**src/rtl/reg_op_sequencer_if.sv**
```systemverilog
// Command handshake between a host and the register micro-op sequencer.
// The host owns valid/op/arg/abort; the sequencer answers with ready.
interface reg_op_sequencer_if #(
   parameter int W = 4
);
   logic         cmd_valid;
   logic         cmd_ready;
   logic [2:0]   cmd_op;
   logic [W-1:0] cmd_arg;
   logic         abort;

   modport master (
      output cmd_valid, cmd_op, cmd_arg, abort,
      input  cmd_ready
   );

   modport slave (
      input  cmd_valid, cmd_op, cmd_arg, abort,
      output cmd_ready
   );
endinterface

```
**src/rtl/reg_op_sequencer.sv**
```systemverilog
// Expands one command into the picoComputer register's one-hot control strobes,
// using the register output as feedback for serial-in bits and the status flag.
module reg_op_sequencer #(
   parameter int W = 4
) (
   input  logic         clk_i,
   input  logic         rst_i,
   reg_op_sequencer_if.slave cmd,
   input  logic [W-1:0] reg_q_i,
   output logic         reg_cl_o,
   output logic         reg_ld_o,
   output logic         reg_inc_o,
   output logic         reg_dec_o,
   output logic         reg_sr_o,
   output logic         reg_sl_o,
   output logic [W-1:0] reg_in_o,
   output logic         reg_ir_o,
   output logic         reg_il_o,
   output logic         busy_o,
   output logic         done_o,
   output logic         aborted_o,
   output logic         flag_o
);

   typedef enum logic [1:0] {IDLE, EXEC, DONE} state_e;

   typedef enum logic [2:0] {
      OP_NOP  = 3'd0,
      OP_CLR  = 3'd1,
      OP_LOAD = 3'd2,
      OP_ADD  = 3'd3,
      OP_SUB  = 3'd4,
      OP_SHR  = 3'd5,
      OP_SHL  = 3'd6,
      OP_ROR  = 3'd7
   } opcode_e;

   state_e       state_q, state_d;
   opcode_e      op_q, op_d;
   logic [W-1:0] arg_q, arg_d;
   logic [W-1:0] remaining_q, remaining_d;
   logic         flag_q, flag_d;
   logic         aborted_q, aborted_d;
   logic         strobeEn;
   logic         stepFlag;
   logic [W-1:0] acceptCount;

   function automatic logic [W-1:0] strobeCount(opcode_e op, logic [W-1:0] arg);
      case (op)
         OP_NOP:           strobeCount = '0;
         OP_CLR, OP_LOAD:  strobeCount = W'(1);
         default:          strobeCount = arg;
      endcase
   endfunction

   always_ff @(posedge clk_i) begin
      if (rst_i) begin
         state_q     <= IDLE;
         op_q        <= OP_NOP;
         arg_q       <= '0;
         remaining_q <= '0;
         flag_q      <= 1'b0;
         aborted_q   <= 1'b0;
      end else begin
         state_q     <= state_d;
         op_q        <= op_d;
         arg_q       <= arg_d;
         remaining_q <= remaining_d;
         flag_q      <= flag_d;
         aborted_q   <= aborted_d;
      end
   end

   // Flag value after the current strobe; ADD/SUB accumulate, shifts track the last bit out.
   always_comb begin
      stepFlag = 1'b0;
      case (op_q)
         OP_ADD:         stepFlag = flag_q | (reg_q_i == {W{1'b1}});
         OP_SUB:         stepFlag = flag_q | (reg_q_i == '0);
         OP_SHR, OP_ROR: stepFlag = reg_q_i[0];
         OP_SHL:         stepFlag = reg_q_i[W-1];
         default:        stepFlag = 1'b0;
      endcase
   end

   assign acceptCount = strobeCount(opcode_e'(cmd.cmd_op), cmd.cmd_arg);

   always_comb begin
      state_d     = state_q;
      op_d        = op_q;
      arg_d       = arg_q;
      remaining_d = remaining_q;
      flag_d      = flag_q;
      aborted_d   = aborted_q;
      case (state_q)
         IDLE: begin
            if (cmd.cmd_valid) begin
               op_d        = opcode_e'(cmd.cmd_op);
               arg_d       = cmd.cmd_arg;
               remaining_d = acceptCount;
               flag_d      = 1'b0;
               aborted_d   = 1'b0;
               state_d     = (acceptCount == '0) ? DONE : EXEC;
            end
         end
         EXEC: begin
            if (cmd.abort) begin
               aborted_d = 1'b1;
               state_d   = DONE;
            end else begin
               flag_d      = stepFlag;
               remaining_d = remaining_q - W'(1);
               if (remaining_q == W'(1)) begin
                  state_d = DONE;
               end
            end
         end
         default: state_d = IDLE;
      endcase
   end

   // Abort and reset both suppress the strobe in the very cycle they are seen.
   assign strobeEn = (state_q == EXEC) && !cmd.abort && !rst_i;

   always_comb begin
      reg_cl_o  = 1'b0;
      reg_ld_o  = 1'b0;
      reg_inc_o = 1'b0;
      reg_dec_o = 1'b0;
      reg_sr_o  = 1'b0;
      reg_sl_o  = 1'b0;
      reg_ir_o  = 1'b0;
      if (strobeEn) begin
         case (op_q)
            OP_CLR:  reg_cl_o  = 1'b1;
            OP_LOAD: reg_ld_o  = 1'b1;
            OP_ADD:  reg_inc_o = 1'b1;
            OP_SUB:  reg_dec_o = 1'b1;
            OP_SHR:  reg_sr_o  = 1'b1;
            OP_SHL:  reg_sl_o  = 1'b1;
            OP_ROR: begin
               reg_sr_o = 1'b1;
               reg_ir_o = reg_q_i[0];
            end
            default: ;
         endcase
      end
   end

   assign reg_in_o      = arg_q;
   assign reg_il_o      = 1'b0;
   assign cmd.cmd_ready = (state_q == IDLE);
   assign busy_o        = (state_q != IDLE);
   assign done_o        = (state_q == DONE);
   assign aborted_o     = aborted_q;
   assign flag_o        = flag_q;

endmodule
```
**src/flat_wrapper.sv**
```systemverilog
// flat-port wrapper written by rule: the top's interface ports become plain ports
module reg_op_sequencer_flat 
#(
   parameter int W = 4
)
  (clk_i, rst_i, reg_q_i, reg_cl_o, reg_ld_o, reg_inc_o, reg_dec_o, reg_sr_o, reg_sl_o, reg_in_o, reg_ir_o, reg_il_o, busy_o, done_o, aborted_o, flag_o, cmd_cmd_valid, cmd_cmd_op, cmd_cmd_arg, cmd_abort, cmd_cmd_ready);
  reg_op_sequencer_if #(.W(W)) cmd_i ();
  input  logic clk_i;
  input  logic rst_i;
  input  logic [W-1:0] reg_q_i;
  output logic reg_cl_o;
  output logic reg_ld_o;
  output logic reg_inc_o;
  output logic reg_dec_o;
  output logic reg_sr_o;
  output logic reg_sl_o;
  output logic [W-1:0] reg_in_o;
  output logic reg_ir_o;
  output logic reg_il_o;
  output logic busy_o;
  output logic done_o;
  output logic aborted_o;
  output logic flag_o;
  input wire logic [$bits(cmd_i.cmd_valid)-1:0] cmd_cmd_valid;
  input wire logic [$bits(cmd_i.cmd_op)-1:0] cmd_cmd_op;
  input wire logic [$bits(cmd_i.cmd_arg)-1:0] cmd_cmd_arg;
  input wire logic [$bits(cmd_i.abort)-1:0] cmd_abort;
  output wire logic [$bits(cmd_i.cmd_ready)-1:0] cmd_cmd_ready;
  assign cmd_i.cmd_valid = cmd_cmd_valid;
  assign cmd_i.cmd_op = cmd_cmd_op;
  assign cmd_i.cmd_arg = cmd_cmd_arg;
  assign cmd_i.abort = cmd_abort;
  assign cmd_cmd_ready = cmd_i.cmd_ready;
  reg_op_sequencer #(.W(W)) u_core (.clk_i(clk_i), .rst_i(rst_i), .cmd(cmd_i), .reg_q_i(reg_q_i), .reg_cl_o(reg_cl_o), .reg_ld_o(reg_ld_o), .reg_inc_o(reg_inc_o), .reg_dec_o(reg_dec_o), .reg_sr_o(reg_sr_o), .reg_sl_o(reg_sl_o), .reg_in_o(reg_in_o), .reg_ir_o(reg_ir_o), .reg_il_o(reg_il_o), .busy_o(busy_o), .done_o(done_o), .aborted_o(aborted_o), .flag_o(flag_o));
endmodule
```
**config.mk**
```make
export PLATFORM = sky130hd
export DESIGN_NAME = reg_op_sequencer_flat
export DESIGN_NICKNAME = d
export VERILOG_FILES = /design/src/rtl/reg_op_sequencer_if.sv /design/src/rtl/reg_op_sequencer.sv /design/src/flat_wrapper.sv
export SDC_FILE = /design/constraint.sdc
export NUM_CORES = 1
export LEC_CHECK = 0
export BUFFER_PORTS_ARGS = -buffer_cell sky130_fd_sc_hd__buf_4
export CAP_MARGIN = 15
export CELL_PAD_IN_SITES_DETAIL_PLACEMENT = 1
export CELL_PAD_IN_SITES_GLOBAL_PLACEMENT = 2
export CORE_UTILIZATION = 27
export DETAILED_ROUTE_END_ITERATION = 6
export PLACE_DENSITY = 0.87
export SETUP_SLACK_MARGIN = 0.2
export SLEW_MARGIN = 5
export SYNTH_ARGS = -nofsm -noshare
export SYNTH_HDL_FRONTEND = slang
export SYNTH_SLANG_ARGS = --single-unit
```
**constraint.sdc**
```tcl
create_clock -name clk_i -period 3.9 [get_ports clk_i]
set_clock_uncertainty 0.15 [all_clocks]
set_input_delay 0 -clock clk_i [delete_from_list [all_inputs] [get_ports clk_i]]
set_output_delay 0 -clock clk_i [all_outputs]
set_load 0.05 [all_outputs]
```
==> reports/results.ini <==
[status]
status=complete, no violations

[placement]
dp_hpwl_um=1901
place_area_um2=1112
portBuffers=30
gp_congestion=0.7901
dp.cells=184

[clock_tree]
clockRootBuffer=clkbuf_4
cts_buffers=3
worstSkewPairLatency_ns=0.30
cts_tree=done
htree_num_levels=1
clk_pin_slew_ns=0.10
cts_setup_buffers=0
clk_path_buf_depth=2
cts.sinks=15

[power_and_ir_drop]
p_leak_nw=0.5674
ir_worst_vdd_mv=0.1805
p_per_area_nw_per_um2=394.2

[die]
chipWidth_um=58.75
initial_core_util_pct=28.48
fp-row-count=20
io_pins=32
die_h_um=58.75
dieArea_um2=3452
coreArea_um2=3053

[synthesis]
synth_nets=135
synth_seq_cells=15
yosysTopAreaCellShare_pct=34.53
synth_seq_area_share_pct=34.53
ys_types=37
yosysWarningCount=0
netlist_instances=118
ys_top_cells_by_area=dfxtp_1, nand2_1, a21oi_1
synth.avg_cell_area_um2=7.369
synth_top_area_cell=dfxtp_1
synth_area_um2=869.6

[worst_setup_path]
cpPeakStageDelay_ns=0.57
cp_slowest_cell=dlygate4sd3_1
end_kind=flip-flop
cp_data_arrival_time_ns=2.19
cp_max_fo=9
path_class=flip-flop to flip-flop
start_kind=flip-flop
cp_cell_sequence=or4_1, o21ai_0, o2111ai_1, dlygate4sd3_1, o21ai_0
worstPathRequired_ns=3.97
crit_path_frequent_cell=o21ai_0

[route]
vias_per_cell=4.763
first_pass_iters=4
ant_nets=0
via_count=986
drc=0
wl_per_cell_um=13.08
drt_iter0_markers=16
wl_um=2708

[timing]
hold-worst-slack_ns=0.1294
hold_viol=0
fin_crit_ns=2.116
drv_slew=0
tns_ns=0
fmax_ghz=0.4725
setup_viol=0
rsz0062_at_grt=no
min_period_over_period_pct=54.27

[layout]
finalNonFillerCells=207
fin_area_um2=1330
regArea_um2=300.3
area_delta_synth_final_pct=52.95
final.fill_count=398
nets=181
drive_gt1_share_pct=23.31
diodes=0
multi_input_area_um2=505.5
final_util_pct=43.57

[global_route]
grt_max_degree=17
antenna_found_initial=0
track_usage_pct=17.57
grt_pass1_wl_um=4616
grt_overflow=0
grt_pass1_vias=1051

[min_path]
min_path_type=input pin to flip-flop

[flow_run]
maxCapViolations=0

-- Yosys cell counts --
cell type,n
and2b_1,1
conb_1,1
nor2_2,1
nor3b_1,1
nor2b_1,1
buf_2,3
nand3_1,1
or4_1,1
o22ai_1,1
mux2i_1,1
clkbuf_1,4
dfxtp_1,15
nand2b_1,3
ha_1,2
a41oi_1,1
a31o_2,1
buf_4,1
and2_1,1
nor3_1,4
nor2_1,12
o21ai_0,4
nand2_1,20
a21oi_1,13
inv_1,7
a211oi_1,2
a2bb2oi_1,1
a311o_1,1
and3_1,2
a211oi_4,1
a31oi_1,2
a22oi_1,1
nand4_1,1
a221oi_1,2
nor3_4,1
o21ai_1,2
o2111ai_1,1
a21o_1,1
-- power by group --
| part | internal, mW | switching (mW) | total, mW |
|---|---|---|---|
| clock network | 0.0383 | 0.0565 | 0.0947 |
| registers | 0.175 | 0.0252 | 0.200 |
| logic | 0.0894 | 0.140 | 0.229 |
| total | 0.303 | 0.222 | 0.524 |
-- routing by layer --
metal | part of all wire (%) | vias to the layer above | global-route usage [%]
li1 | - | 494 | -
met1 | 44 | 464 | 20.00
met2 | 51 | 24 | 32.47
met3 | 3.2 | 4 | 2.637
met4 | 1.5 | 0 | 7.143
met5 | 0 | - | 0
-- kinds of logic (layout without fill, tap and decap cells) --
kind of cell | after synthesis | in the layout | synth area share [%]
AO/OA/AOI/OAI | 34 | 34 | 26.04
adder cells (fa/ha/maj) | 2 | 2 | 2.877
buffers and inverters | 15 | 60 | 7.338
flip-flops | 15 | 15 | 34.53
multiplexers | 1 | 1 | 1.151
other | 1 | 1 | 0.4312
AND/OR/NAND/NOR | 50 | 50 | 27.63
-- path summary, 6_finish.rpt --
kind | endpoint | startpoint | depth (start not counted) | slack (ns)
setup / recovery | u_core.flag_o$_SDFFE_PP0P_ | u_core.op_q[1]$_SDFFE_PP0P_ | 5 | 1.78
hold / removal | u_core.flag_o$_SDFFE_PP0P_ | reg_q_i[2] | 5 | 0.13
setup reg to reg | u_core.flag_o$_SDFFE_PP0P_ | u_core.op_q[1]$_SDFFE_PP0P_ | 5 | 1.78
hold reg to reg | u_core.remaining_q[3]$_SDFFE_PP0P_ | u_core.remaining_q[3]$_SDFFE_PP0P_ | 2 | 0.37
-- sequential cells by signal (all words and copies together) (netlist names) --
name                cells
u_core.op_q             3
u_core.remaining_q      4
u_core.state_q          2
u_core.reg_in_o         4
u_core.flag_o           1
u_core.aborted_o        1
-- placed cells by master (no fill, tap or decap), types with 2 or more instances in the layout --
master | Yosys | layout
inv_1 | 7 | 7
o21ai_1 | 2 | 2
nor3_1 | 4 | 4
a31oi_1 | 2 | 2
nor2_1 | 12 | 12
a221oi_1 | 2 | 2
dfxtp_1 | 15 | 15
nand2b_1 | 3 | 3
a211oi_1 | 2 | 2
ha_1 | 2 | 2
dlygate4sd3_1 | 0 | 19
and3_1 | 2 | 2
nand2_1 | 20 | 20
buf_4 | 1 | 30
a21oi_1 | 13 | 13
o21ai_0 | 4 | 4
clkbuf_4 | 0 | 3
-- through the flow --
step / total power [mW] / worst slack (ns)
global placement: 0.4081 / 2.249
finish: 0.5243 / 1.784
CTS: 0.5266 / 1.757
detailed placement: 0.4140 / 2.121
floorplan: 0.3518 / 1.622
global route: 0.5578 / 1.583
-- what timing repair did --
item / 4_1_cts / 5_1_grt
endpoints found under the hold margin: 15 / 0
hold buffers: 19 / 0
setup endpoints to repair: 0 / 0
resized for setup: 0 / 0
-- final cells by class --
type                    count  share of cell area, %
clock buffers               3                  1.693
clock inverters             1                 0.3763
flip-flops and latches     15                  22.58
repair buffers             49                  31.23
multi-input cells          88                  38.01
inverters                   7                  1.976
well taps                  44                  4.139
-- worst max-delay path: cells and delay by family, from the launching register on --
| family | cells | cell delay (ns) |
|---|---|---|
| flops | 1 | 0.41 |
| simple gates | 1 | 0.54 |
| compound gates | 3 | 0.38 |
| buf+inv | 1 | 0.57 |
No activity file was read; power rests on OpenSTA's default activity.
